==> config.mk <==
export PLATFORM = sky130hd
export DESIGN_NAME = spi_iomem_bridge
export DESIGN_NICKNAME = d
export VERILOG_FILES = /design/src/rtl/spi_iomem_bridge_pkg.sv /design/src/rtl/spi_pin_sync.sv /design/src/rtl/spi_iomem_bridge.sv
export SDC_FILE = /design/constraint.sdc
export NUM_CORES = 1
export LEC_CHECK = 0
export BUFFER_PORTS_ARGS = -buffer_cell sky130_fd_sc_hd__buf_2
export CORE_MARGIN = 2
export CORE_UTILIZATION = 55
export CTS_CLUSTER_SIZE = 10
export DETAILED_ROUTE_END_ITERATION = 8
export PLACE_DENSITY = 0.82
export SLEW_MARGIN = 25
export SYNTH_ARGS = -nofsm -noshare
export SYNTH_HDL_FRONTEND = slang
export SYNTH_SLANG_ARGS = --single-unit
==> constraint.sdc <==
create_clock -name clk -period 3 [get_ports clk]
set_clock_uncertainty 0.05 [all_clocks]
set_input_delay 0.6 -clock clk [delete_from_list [all_inputs] [get_ports clk]]
set_output_delay 0.6 -clock clk [all_outputs]
set_load 0.02 [all_outputs]
==> src/rtl/spi_iomem_bridge_pkg.sv <==
// Shared definitions for the SPI-to-iomem bridge: command codes, FSM encoding,
// read-underrun fill value and bus constants.
package spi_iomem_bridge_pkg;

    localparam logic [7:0]  CMD_WRITE  = 8'h01;
    localparam logic [7:0]  CMD_READ   = 8'h02;
    localparam logic [7:0]  CMD_STATUS = 8'h03;

    localparam logic [31:0] RD_FILL    = 32'hFFFF_FFFF;
    localparam logic [31:0] ADDR_STEP  = 32'd4;
    localparam logic [3:0]  WSTRB_ALL  = 4'hF;
    localparam logic [3:0]  WSTRB_READ = 4'h0;

    typedef enum logic [2:0] {
        ST_IDLE,
        ST_CMD,
        ST_ADDR,
        ST_WDATA,
        ST_RDUMMY,
        ST_RDATA,
        ST_STAT,
        ST_IGNORE
    } state_t;

endpackage

==> src/rtl/spi_pin_sync.sv <==
// N-stage synchroniser for the SPI pins plus one edge-detect flop, producing
// single-cycle SCK/CS event pulses and a MOSI copy aligned with them.
module spi_pin_sync #(
    parameter int SYNC_STAGES = 2
) (
    input  logic clk,
    input  logic resetn,
    input  logic spi_sck,
    input  logic spi_csn,
    input  logic spi_mosi,
    output logic sck_rise,
    output logic sck_fall,
    output logic cs_fall,
    output logic cs_rise,
    output logic cs_active,
    output logic mosi_s
);

    logic [SYNC_STAGES-1:0] sck_sync_q, sck_sync_d;
    logic [SYNC_STAGES-1:0] csn_sync_q, csn_sync_d;
    logic [SYNC_STAGES-1:0] mosi_sync_q, mosi_sync_d;
    logic                   sck_prev_q, sck_prev_d;
    logic                   csn_prev_q, csn_prev_d;
    logic                   sck_s, csn_s;

    assign sck_s  = sck_sync_q[SYNC_STAGES-1];
    assign csn_s  = csn_sync_q[SYNC_STAGES-1];
    assign mosi_s = mosi_sync_q[SYNC_STAGES-1];

    always_comb begin
        sck_sync_d  = (sck_sync_q << 1)  | SYNC_STAGES'(spi_sck);
        csn_sync_d  = (csn_sync_q << 1)  | SYNC_STAGES'(spi_csn);
        mosi_sync_d = (mosi_sync_q << 1) | SYNC_STAGES'(spi_mosi);
        sck_prev_d  = sck_s;
        csn_prev_d  = csn_s;
    end

    // NOTE: sequential state uses non-blocking assignments so every flop samples pre-edge values.
    always_ff @(posedge clk or negedge resetn) begin
        if (!resetn) begin
            sck_sync_q  <= '0;
            csn_sync_q  <= '1;
            mosi_sync_q <= '0;
            sck_prev_q  <= 1'b0;
            csn_prev_q  <= 1'b1;
        end else begin
            sck_sync_q  <= sck_sync_d;
            csn_sync_q  <= csn_sync_d;
            mosi_sync_q <= mosi_sync_d;
            sck_prev_q  <= sck_prev_d;
            csn_prev_q  <= csn_prev_d;
        end
    end

    assign sck_rise  =  sck_s & ~sck_prev_q;
    assign sck_fall  = ~sck_s &  sck_prev_q;
    assign cs_fall   = ~csn_s &  csn_prev_q;
    assign cs_rise   =  csn_s & ~csn_prev_q;
    assign cs_active = ~csn_s;

endmodule

==> src/rtl/spi_iomem_bridge.sv <==
// SPI mode-0 slave that turns write/read/status frames into single-word iomem
// transactions. Define SPI_IOMEM_AUTOINC_EN for address auto-increment bursts.
module spi_iomem_bridge
    import spi_iomem_bridge_pkg::*;
#(
    parameter int SYNC_STAGES = 2
) (
    input  logic        clk,
    input  logic        resetn,
    input  logic        spi_sck,
    input  logic        spi_csn,
    input  logic        spi_mosi,
    output logic        spi_miso,
    output logic        spi_miso_oe,
    output logic        iomem_valid,
    input  logic        iomem_ready,
    output logic [3:0]  iomem_wstrb,
    output logic [31:0] iomem_addr,
    output logic [31:0] iomem_wdata,
    input  logic [31:0] iomem_rdata,
    output logic        err
);

    logic sck_rise, sck_fall, cs_fall, cs_rise, cs_active, mosi_s;

    spi_pin_sync #(.SYNC_STAGES(SYNC_STAGES)) u_sync (
        .clk       (clk),
        .resetn    (resetn),
        .spi_sck   (spi_sck),
        .spi_csn   (spi_csn),
        .spi_mosi  (spi_mosi),
        .sck_rise  (sck_rise),
        .sck_fall  (sck_fall),
        .cs_fall   (cs_fall),
        .cs_rise   (cs_rise),
        .cs_active (cs_active),
        .mosi_s    (mosi_s)
    );

    state_t      state_q, state_d;
    logic [2:0]  bit_cnt_q, bit_cnt_d, byte_cnt_q, byte_cnt_d;
    logic [6:0]  shift_in_q, shift_in_d;
    logic [23:0] acc_q, acc_d;
    logic [7:0]  shift_out_q, shift_out_d;
    logic [31:0] out_word_q, out_word_d;
    logic [31:0] addr_q, addr_d, wdata_q, wdata_d, rdata_q, rdata_d;
    logic [3:0]  wstrb_q, wstrb_d;
    logic        miso_q, miso_d, valid_q, valid_d, err_q, err_d;
    logic        rdata_ok_q, rdata_ok_d, discard_q, discard_d;
    logic        cmd_read_q, cmd_read_d, first_q, first_d, over_q, over_d;
    logic [7:0]  byte_in, load_byte;
    logic        byte_done, next_word;

    assign byte_in   = {shift_in_q, mosi_s};
    assign byte_done = sck_rise && (bit_cnt_q == 3'd7) && (state_q != ST_IDLE);

    always_ff @(posedge clk or negedge resetn) begin
        if (!resetn) state_q <= ST_IDLE;
        else         state_q <= state_d;
    end

    always_comb begin
        // NOTE: default first so every path assigns state_d and no latch is inferred.
        state_d = state_q;
        if (cs_rise) begin
            state_d = ST_IDLE;
        end else if (cs_fall) begin
            state_d = ST_CMD;
        end else if (byte_done) begin
            case (state_q)
                ST_CMD: begin
                    if (valid_q)                                          state_d = ST_IGNORE;
                    else if (byte_in == CMD_WRITE || byte_in == CMD_READ) state_d = ST_ADDR;
                    else if (byte_in == CMD_STATUS)                       state_d = ST_STAT;
                    else                                                  state_d = ST_IGNORE;
                end
                ST_ADDR:   if (byte_cnt_q == 3'd3) state_d = cmd_read_q ? ST_RDUMMY : ST_WDATA;
                ST_RDUMMY: state_d = ST_RDATA;
                ST_STAT:   state_d = ST_IGNORE;
                default:   state_d = state_q;
            endcase
        end
    end

    always_comb begin
        bit_cnt_d = bit_cnt_q;  byte_cnt_d = byte_cnt_q;  shift_in_d = shift_in_q;
        acc_d = acc_q;  shift_out_d = shift_out_q;  out_word_d = out_word_q;
        addr_d = addr_q;  wdata_d = wdata_q;  rdata_d = rdata_q;  wstrb_d = wstrb_q;
        miso_d = miso_q;  valid_d = valid_q;  err_d = err_q;
        rdata_ok_d = rdata_ok_q;  discard_d = discard_q;  cmd_read_d = cmd_read_q;
        first_d = first_q;  over_d = over_q;
        load_byte = 8'h00;  next_word = 1'b0;

        if (valid_q && iomem_ready) begin
            valid_d   = 1'b0;
            discard_d = 1'b0;
            if (wstrb_q == WSTRB_READ && !discard_q) begin
                rdata_d    = iomem_rdata;
                rdata_ok_d = 1'b1;
            end
        end

        if (cs_rise) begin
            miso_d = 1'b0;
            if (valid_q && !iomem_ready) discard_d = 1'b1;
        end else if (cs_fall) begin
            bit_cnt_d = '0;  byte_cnt_d = '0;  shift_out_d = '0;  miso_d = 1'b0;  over_d = 1'b0;
        end else if (state_q != ST_IDLE) begin
            if (sck_rise) begin
                bit_cnt_d  = bit_cnt_q + 3'd1;
                shift_in_d = byte_in[6:0];
            end
            // The first bit of each byte is already on MISO, so only mid-byte falls shift.
            if (sck_fall && bit_cnt_q != 3'd0) begin
                miso_d      = shift_out_q[7];
                shift_out_d = {shift_out_q[6:0], 1'b0};
            end
            if (byte_done) begin
                byte_cnt_d = byte_cnt_q + 3'd1;
                case (state_q)
                    ST_CMD: begin
                        byte_cnt_d = '0;
                        cmd_read_d = (byte_in == CMD_READ);
                        if (valid_q)                     err_d     = 1'b1;
                        else if (byte_in == CMD_STATUS)  load_byte = {7'b0, err_q};
                    end
                    ST_ADDR: begin
                        acc_d = {acc_q[15:0], byte_in};
                        if (byte_cnt_q == 3'd3) begin
                            byte_cnt_d = '0;
                            first_d    = 1'b1;
                            addr_d     = {acc_q, byte_in};
                            if (cmd_read_q) begin
                                valid_d = 1'b1;  wstrb_d = WSTRB_READ;  rdata_ok_d = 1'b0;
                            end
                        end
                    end
                    ST_WDATA: begin
                        acc_d = {acc_q[15:0], byte_in};
                        if (byte_cnt_q == 3'd3) begin
                            byte_cnt_d = '0;
                            if (!over_q) begin
                                if (valid_q) begin
                                    err_d = 1'b1;
                                end else begin
                                    valid_d = 1'b1;  wstrb_d = WSTRB_ALL;  wdata_d = {acc_q, byte_in};
                                    addr_d  = first_q ? addr_q : addr_q + ADDR_STEP;
                                    first_d = 1'b0;
                                end
`ifndef SPI_IOMEM_AUTOINC_EN
                                over_d = 1'b1;
`endif
                            end
                        end
                    end
                    ST_RDUMMY: begin
                        byte_cnt_d = '0;
                        next_word  = 1'b1;
                    end
                    ST_RDATA: begin
                        if (!over_q) begin
                            if (byte_cnt_q == 3'd3) begin
                                byte_cnt_d = '0;
`ifdef SPI_IOMEM_AUTOINC_EN
                                next_word = 1'b1;
`else
                                over_d = 1'b1;
`endif
                            end else begin
                                load_byte  = out_word_q[31:24];
                                out_word_d = {out_word_q[23:0], 8'h00};
                            end
                        end
                    end
                    ST_STAT: err_d = 1'b0;
                    default: ;
                endcase

                // A word is ready only if its read completed; otherwise the pending read is stale.
                if (next_word) begin
                    if (rdata_ok_d) begin
                        load_byte  = rdata_d[31:24];
                        out_word_d = {rdata_d[23:0], 8'h00};
`ifdef SPI_IOMEM_AUTOINC_EN
                        if (!valid_q) begin
                            valid_d = 1'b1;  wstrb_d = WSTRB_READ;  rdata_ok_d = 1'b0;
                            addr_d  = addr_q + ADDR_STEP;
                        end
`endif
                    end else begin
                        load_byte  = RD_FILL[31:24];
                        out_word_d = {RD_FILL[23:0], 8'h00};
                        err_d      = 1'b1;
                        if (valid_q && !iomem_ready) discard_d = 1'b1;
                    end
                end
                if (over_d) load_byte = 8'hFF;
                miso_d      = load_byte[7];
                shift_out_d = {load_byte[6:0], 1'b0};
            end
        end
    end

    always_ff @(posedge clk or negedge resetn) begin
        if (!resetn) begin
            bit_cnt_q <= '0;  byte_cnt_q <= '0;  shift_in_q <= '0;  acc_q <= '0;
            shift_out_q <= '0;  out_word_q <= '0;  addr_q <= '0;  wdata_q <= '0;
            rdata_q <= '0;  wstrb_q <= '0;  miso_q <= 1'b0;  valid_q <= 1'b0;
            err_q <= 1'b0;  rdata_ok_q <= 1'b0;  discard_q <= 1'b0;
            cmd_read_q <= 1'b0;  first_q <= 1'b0;  over_q <= 1'b0;
        end else begin
            bit_cnt_q <= bit_cnt_d;  byte_cnt_q <= byte_cnt_d;  shift_in_q <= shift_in_d;
            acc_q <= acc_d;  shift_out_q <= shift_out_d;  out_word_q <= out_word_d;
            addr_q <= addr_d;  wdata_q <= wdata_d;  rdata_q <= rdata_d;  wstrb_q <= wstrb_d;
            miso_q <= miso_d;  valid_q <= valid_d;  err_q <= err_d;
            rdata_ok_q <= rdata_ok_d;  discard_q <= discard_d;
            cmd_read_q <= cmd_read_d;  first_q <= first_d;  over_q <= over_d;
        end
    end

    assign spi_miso    = miso_q;
    assign spi_miso_oe = cs_active;
    assign iomem_valid = valid_q;
    assign iomem_wstrb = wstrb_q;
    assign iomem_addr  = addr_q;
    assign iomem_wdata = wdata_q;
    assign err         = err_q;

endmodule

---- Word-level counts from Yosys, hierarchy flattened ----
Cells that the tools add are included.
cells by class
  muxes and demuxes ....................... 113
  reductions and logical operators ........ 38
  bitwise operators ....................... 15
  equal/unequal tests ..................... 20
  add/subtract/negate cells ............... 3
operators by type and width
  cell                   number
  $mux 32                12
  $mux 8                 9
  $pmux 32 s2            1
  $mux 1                 63
  $mux 3                 15
  $add 32x3->32 const B  1
  $mux 4                 5
  $reduce_and 10->1      2
  $eq 8x2->1 const B     2
  $pmux 8 s2             1
  $reduce_bool 3->1      5
  $eq 3x3->1 const B     4
  $ne 2x2->1 const B     6
  $pmux 3 s4             1
  $reduce_and 3->1       4
  $reduce_and 5->1       2
  $reduce_bool 2->1      5
  $eq 3x2->1 const B     3
  $pmux 3 s3             1
  $reduce_and 9->1       1
  $eq 8x1->1 const B     1
  $not 1->1              8
  $pmux 4 s2             1
  $reduce_and 4->1       2
  18 further kinds       34
word-level totals
  input port bits ......................... 38
  register bits after elaboration ......... 196
  output and inout port bits .............. 72
  word-level logic and storage cells ...... 213

---- Longest topological paths before layout ----
Gate-level depths: netlist (run 1).
  depth in word-level cells ............... 18
  gate-level depth with buffers ........... 9
  mapped depth without buffers ............ 7

---- Modules after synthesis ----
From an unflattened synthesis (run 1), not the netlist that was laid out.
second synthesis, totals
  cells, all modules ...................... 815
  area total of the unflattened synthesis .. 8,747.1 sq um
modules (own cells, without submodules)
  module            seq. area each (sq um)  area each (sq um)  instances  cells each
  spi_iomem_bridge  4,404.2                 8,509.4            1          802
  spi_pin_sync      203.9                   237.7              1          13

---- Least setup slack after synthesis (run 1) ----
No wires, ideal clock.
  path type ............................... register to register
  start ................................... reg u_sync.csn_prev_q
  end ..................................... reg acc_q[10]
  arrival ................................. 1.999 ns
  path buffers ............................ 1
  period minus slack after synthesis ...... 2.173 ns
  library setup time ...................... 0.125 ns
  stages on the path, launching flop included .. 7
  setup slack ............................. 0.827 ns
  data required time ...................... 2.825 ns
  cells stage by stage .................... dfstp_2 inv_1 ha_1 nand4b_1 nor2_2 buf_2 mux2_2
between the ends
  longest elaborated chain between the ends .. 4
  elaborated cells on any way between the ends .. 6
  those cells by class .................... bitwise: 5; reduce/logical: 1
RTL lines
  what                                   RTL line                 RTL
  from (decl)                            spi_pin_sync.sv:23       logic csn_prev_q, csn_prev_d;
  from (signal assigned)                 spi_pin_sync.sv:51       csn_prev_q <= csn_prev_d;
  $not 1->1                              spi_pin_sync.sv:58       assign cs_rise = csn_s & ~csn_prev_q;
  $and 1x1->1                            spi_pin_sync.sv:58
  $not 1->1 (no source line)             -
  $reduce_and 5->1 (no source line) (*)  -
  to (signal assigned)                   spi_iomem_bridge.sv:206  bit_cnt_q <= '0; byte_cnt_q <= '0; shift_in_q <= '0; acc_q <= '0;
  to (signal assigned)                   spi_iomem_bridge.sv:213  acc_q <= acc_d; shift_out_q <= shift_out_d; out_word_q <= out_word_d;
  to (decl)                              spi_iomem_bridge.sv:43   logic [23:0] acc_q, acc_d;
Mark *: on every way between the ends. The rest lies on a longest branch, timed or not.
A chain may end at the register's enable or synchronous reset.

---- Worst setup path after layout (run 1) ----
  start ................................... reg u_sync.csn_prev_q
  end ..................................... reg addr_q[13] (netlist: iomem_addr[13])
between the ends
  longest elaborated chain between the ends .. 4
  elaborated cells on any way between the ends .. 6
  those cells by class .................... bitwise: 5; reduce/logical: 1
RTL lines
  what                                    RTL line                 RTL
  $not 1->1                               spi_pin_sync.sv:58
  $and 1x1->1                             spi_pin_sync.sv:58
  $not 1->1 (no source line)              -
  $reduce_and 10->1 (no source line) (*)  -
  to (signal assigned)                    spi_iomem_bridge.sv:214  addr_q <= addr_d; wdata_q <= wdata_d; rdata_q <= rdata_d; wstrb_q <= wstrb_d;
  to (decl)                               spi_iomem_bridge.sv:46   logic [31:0] addr_q, addr_d, wdata_q, wdata_d, rdata_q, rdata_d;
Marked as above.

==> impl_metrics.ini, run 1 <==
[cts]
cts_num_sinks = 184
clkTransAtPathRegs_ns = 0.06
cts_setup_buffers = 0
cts_made_buffers = 17
cts_tree = yes
post_cts_resized = 0
cts-root-buf = clkbuf_16
cts_max_level = 4
clk_path_buf_depth = 2
ctsHoldBuffers = 0
clkLatencyLatePin_ns = 0.44

[worst_setup_path]
arrival_ns = 2.89
crit_required_ns = 3.27
start_kind = register
r2r_cells = 8
cp_max_fo = 25
timing.rr.end = iomem_addr[13]
worstSetupPathType = reg -> reg
r2r_setup_slack_ns = 0.38
critPathCaptureType = register
r2r_start = u_sync.csn_prev_q

[die]
row_count = 45
dieArea_mm2 = 0.01679
coreArea_mm2 = 0.01531
start_util = 0.5663
die_w_um = 129.6
die_h_um = 129.6
pin_count = 110

[detailed_routing]
wire_per_inst_um = 18.94
dr.pass1.iters = 5
routed_via_density = 6.123
drc = 0
vias = 6729
drt-total-wl_mm = 20.82
detail_route.iter0.violations = 770
ant_nets = 0

[synthesis]
synth_top_area_share = 0.5222
synth-seq-cells = 184
netlist_area_mm2 = 0.008673
postSynth.asyncResetShare = 1.000
ys.flop_type = dfrtp_1
synth_area_per_cell_um2 = 11.12
seq_area_frac_synth = 0.5313
ys_types = 79
synth_nets = 827
yosysWarnings = 0
synth_edf_count = 0
synth_area_leaders = dfrtp_1 (52%), mux2_2 (12%), o21ai_0 (2.8%)
synth_top_cell_by_area = dfrtp_1
netlist_instances = 780

[final_layout]
fillers = 1200
nets = 922
diodes = 0
final_common_cell = dfrtp_1
final_layout_size_suffix_gt1_frac = 0.3086
area_growth_pct = 14.44
final_cell_mix = dfrtp_1 (181), buf_2 (108), mux2_2 (93)

[sta]
final_max_slew_viol_count = 0
layout_min_cycle_time_ns = 2.618
whs_ns = 0.1227
worstMarginPinSlew_ns = 0.7270
fin_crit_sh = 0.8726
hold_viol = 0
fin_setup_tns_ns = 0
setup_ws_ns = 0.3823
max_freq_ghz = 0.3820
rsz0062_at_grt = false
setup_viol = 0
slew_headroom = 0.5116

[power]
p_per_area_mw_per_mm2 = 577.0
p_leak_uw = 0.004740
finalPower_uw = 5728
peakVddDrop_mv = 0.4434

[grt]
grt_pass1_vias = 6621
overflow = 0
track_usage = 0.2588
grt_pass1_wl_mm = 33.84
antenna_found_initial = 0
grt_max_degree = 72

[placed_design]
io_buffers = 109
dp_hpwl_mm = 14.13
gp_congestion = 0.9017
dp_slack_ns = 0.4695

[hold_path]
hold_path_class = in -> async

[flow_run]
drv_cap = 0

[outcome]
outcome = completed
-- final cells by class --
cell class / count / area, µm² / area share
inverters: 21 / 78.83 / 0.007942
multi-input cells: 521 / 3690 / 0.3717
clock inverters: 9 / 92.59 / 0.009328
clock buffers: 23 / 457.9 / 0.04614
well taps: 211 / 264.0 / 0.02660
flip-flops and latches: 184 / 4608 / 0.4643
repair buffers: 130 / 734.5 / 0.07399
-- flip-flops by register name (all words and copies together) (netlist names), 2 cells and up --
name and flops:
shift_in_q 7, iomem_addr 32, byte_cnt_q 3, u_sync.sck_sync_q 2
iomem_wdata 32, u_sync.mosi_sync_q 2, acc_q 24, bit_cnt_q 3
state_q 3, u_sync.csn_sync_q 2, out_word_q 24, shift_out_q 7
rdata_q 32
-- stage by stage --
| stage | util | area [µm²] | instances |
|---|---|---|---|
| after floorplan | - | 8673 | 780 |
| after global placement | 0.6122 | 9375 | 1067 |
| after detailed placement | 0.6122 | 9375 | 1067 |
| after CTS | 0.6481 | 9926 | 1099 |
| after global routing | 0.6481 | 9926 | 1099 |
| final | 0.6481 | 9926 | 1099 |
-- worst max path at each step --
stage               cells after the start  slack (ns)               from              to
global placement                        8        0.52  u_sync.csn_prev_q  iomem_addr[13]
global route                            8        0.28  u_sync.csn_prev_q  iomem_addr[13]
detailed placement                      8        0.47  u_sync.csn_prev_q  iomem_addr[18]
CTS                                     8        0.42  u_sync.csn_prev_q  iomem_addr[13]
floorplan                               6        0.83  u_sync.csn_prev_q       acc_q[10]
finish                                  8        0.38  u_sync.csn_prev_q  iomem_addr[13]
-- cells in the mapped netlist (6+ instances only) --
cell and instances:
a21oi_1 40, a221oi_1 6, a31oi_1 13, and3_1 9, buf_2 26, buf_4 8
clkbuf_1 13, dfrtp_1 181, ha_1 9, inv_1 20, mux2_2 93, nand2_1 57
nand3_1 20, nand4_1 12, nor2_1 48, nor3_1 12, o21ai_0 48, o21ai_1 12
o22a_1 6, o22ai_1 24, o32ai_1 7, or3_1 6
-- routing by layer --
metal	wire length, µm	track usage	vias to the layer above
li1	-	-	3062
met1	9088	0.3661	3341
met2	9766	0.3939	278
met3	1465	0.06400	48
met4	496	0.09045	0
met5	0	0	-
-- cell families (layout without fill, tap and decap cells) --
family | after synthesis | count (layout) | share of synthesized area
AND/OR/NAND/NOR | 210 | 210 | 0.1293
AO/OA/AOI/OAI | 201 | 201 | 0.1513
flip-flops | 184 | 184 | 0.5313
multiplexers | 99 | 99 | 0.1291
buffers and inverters | 75 | 183 | 0.04400
adder cells (fa/ha/maj) | 9 | 9 | 0.01298
XOR/XNOR | 2 | 2 | 0.002020
-- critical path, stage by stage (launching register included) --
cell      delay, ns
dfstp_2        0.53
inv_1          0.04
ha_1           0.39
nand4b_1       0.41
nor3b_4        0.29
buf_4          0.19
buf_4          0.30
o21ai_0        0.16
o21a_1         0.13
-- power breakdown --
| part | switching [µW] | leakage (µW) | internal, µW | total [µW] |
|---|---|---|---|---|
| combinational | 478 | 0.00213 | 329 | 807 |
| sequential | 184 | 0.00235 | 2620 | 2800 |
| clock | 945 | 0.000258 | 1170 | 2120 |
Note: power is estimated with default switching activity, not from simulation.
==> inputs of run 2 (changes only) <==
- SYNTH_HIERARCHICAL: unset -> 1
- clock period: 3 -> 2.9 ns (I/O delays scaled with it)
==> impl_metrics.ini, run 2 <==
[placed_design]
placed_area_mm2 = 0.009458
io_buffers = 109
gp_congestion = 0.9078
dp_slack_ns = 0.4461
dp_hpwl_mm = 13.76

[detailed_routing]
ant_nets = 0
routed_via_density = 5.974
drt-total-wl_mm = 20.89
wire_per_inst_um = 18.32
vias = 6810
detail_route.iter0.violations = 629
drc = 0
dr.pass1.iters = 5

[synthesis]
synth-xor-area-share = 0.001001
synth-seq-cells = 184
synth_nets = 860
postSynth.asyncResetShare = 1.000
netlist_area_mm2 = 0.008747
synth_edf_count = 0
yosysWarnings = 6
netlist_instances = 815
ys.flop_type = dfrtp_1
synth_top_area_share = 0.5178
synth_commonest_cells = dfrtp_1 (181), nand2_1 (143), o21ai_0 (56)
synth_fa_ha_area_frac = 0.01001
synth_area_per_cell_um2 = 10.73
synth_mux_area_frac = 0.1056
synth_top_family_by_area = simple AND/OR/NAND/NOR gates
yosysMostFrequentCell = dfrtp_1
ys_types = 74
synth_top_cell_by_area = dfrtp_1
seq_area_frac_synth = 0.5268
synth_area_leaders = dfrtp_1 (52%), nand2_1 (6.1%), mux2_4 (5.7%)
synthSimpleGateAreaFrac = 0.1582
synth_compound_area_frac = 0.1552

[power]
p_switching_uw = 1273
clockPowerShare = 0.442
peakVddDrop_mv = 0.3866
finalPower_uw = 5462
pwr-share-comb = 0.057
intPower_uw = 4189
p_seq_frac = 0.502
swShare = 0.2330
p_per_area_mw_per_mm2 = 542.4
p_leak_uw = 0.004916

[worst_setup_path]
timing.rr.end = iomem_addr[24]
worstSetupPathType = reg -> reg
r2r_setup_slack_ns = 0.41
r2r_start = u_sync/csn_sync_q[1]
crit_required_ns = 3.16
arrival_ns = 2.75
start_kind = register
cp_max_fo = 9
critPathCaptureType = register
r2r_cells = 7

[final_layout]
fin_area_mm2 = 0.01007
final_common_cell = dfrtp_1
nets = 956
diodes = 0
area_growth_pct = 15.12
final_layout_size_suffix_gt1_frac = 0.2792
final_cell_mix = dfrtp_1 (181), nand2_1 (143), buf_2 (108)

[grt]
track_usage = 0.2578
grt_pass1_vias = 6704
antenna_found_initial = 0
grt_max_degree = 67
grt_pass1_wl_mm = 34.10
overflow = 0

[die]
start_util = 0.5567
dieArea_mm2 = 0.01693
pin_count = 110
coreArea_mm2 = 0.01571
die_w_um = 130.1
die_h_um = 130.1
row_count = 46

[outcome]
outcome = completed

[cts]
clkLatencyLatePin_ns = 0.43
cts_tree = yes
cts-root-buf = clkbuf_16
cts_max_level = 4
clkTransAtPathRegs_ns = 0.07
cts_setup_buffers = 0
cts_num_sinks = 184
ctsHoldBuffers = 0
post_cts_resized = 0
cts_made_buffers = 17
clk_path_buf_depth = 2

[sta]
rsz0062_at_grt = false
setup_ws_ns = 0.4108
hold_viol = 0
layout_min_cycle_time_ns = 2.489
setup_viol = 0
max_freq_ghz = 0.4017
slew_headroom = 0.4728
fin_setup_tns_ns = 0
fin_crit_sh = 0.8584
worstMarginPinSlew_ns = 0.7893
final_max_slew_viol_count = 0

[flow_run]
drv_cap = 0

[hold_path]
hold_path_class = in -> async
==> run 2: cell types whose count changed in the layout (fill, tap and decap cells not counted), sizes merged, moves of 6 or more <==
cell,before,now
a22o,0,8
nand2,58,143
a221oi,7,1
a31oi,13,5
mux2,97,71
a22oi,2,8
nor2,49,37
o21ai,60,66
o32ai,7,1
==> run 2: logic make-up (layout without fill, tap and decap cells) <==
group / count (synthesis) / after routing
XOR/XNOR: 1 / 1
adder cells (fa/ha/maj): 7 / 7
AND/OR/NAND/NOR: 274 / 274
flip-flops: 184 / 184
AO/OA/AOI/OAI: 211 / 211
multiplexers: 71 / 71
buffers and inverters: 67 / 176
==> run 2: worst max-delay path by stage <==
stage | start | endpoint | cells past startpoint
global route | u_sync/csn_sync_q[1] | iomem_addr[24] | 7
floorplan | byte_cnt_q[0] | iomem_wdata[10] | 8
finish | u_sync/csn_sync_q[1] | iomem_addr[24] | 7
global placement | u_sync/csn_prev_q | iomem_wdata[31] | 6
detailed placement | u_sync/csn_sync_q[1] | iomem_addr[24] | 7
CTS | u_sync/csn_sync_q[1] | iomem_addr[24] | 7
==> run 2: power by group through the flow <==
stage | sequential (µW) | clock, µW | combinational (µW)
after floorplan | 2750 | 0 | 188
after CTS | 2740 | 2440 | 314
after global placement | 2780 | 0 | 301
after detailed placement | 2780 | 0 | 310
after global routing | 2740 | 2550 | 345
final | 2740 | 2410 | 311
==> run 2: metrics by stage <==
step                      hold WS, ns  instances    util
final                         0.07680       1140  0.6409
after global placement         0.2818       1108  0.6019
after detailed placement       0.2858       1108  0.6019
after CTS                     0.09210       1140  0.6409
after floorplan                0.2344        815       -
after global routing           0.1078       1140  0.6409
==> run 2: critical path, cell delays in order, from the launching register on <==
cell and delay, ns:
dfstp_2 0.55, nor2b_1 0.14, nand4bb_1 0.39, buf_4 0.27, nor4_4 0.51, nand3_1 0.14, nor4_1 0.22, nor3_1 0.09
==> run 2: layer usage <==
layer | global-route usage | wire, µm | vias to the layer above
met5 | 0 | 0 | -
met4 | 0.1088 | 652 | 0
met3 | 0.05617 | 1272 | 53
met2 | 0.4235 | 10210 | 268
met1 | 0.3333 | 8751 | 3346
li1 | - | - | 3143
==> run 2: final cells by class <==
class / count / area (µm²)
flip-flops and latches: 184 / 4608
inverters: 14 / 52.55
clock inverters: 12 / 165.2
well taps: 216 / 270.3
multi-input cells: 564 / 3767
repair buffers: 130 / 759.5
fillers: 1231 / 5643
clock buffers: 20 / 446.7
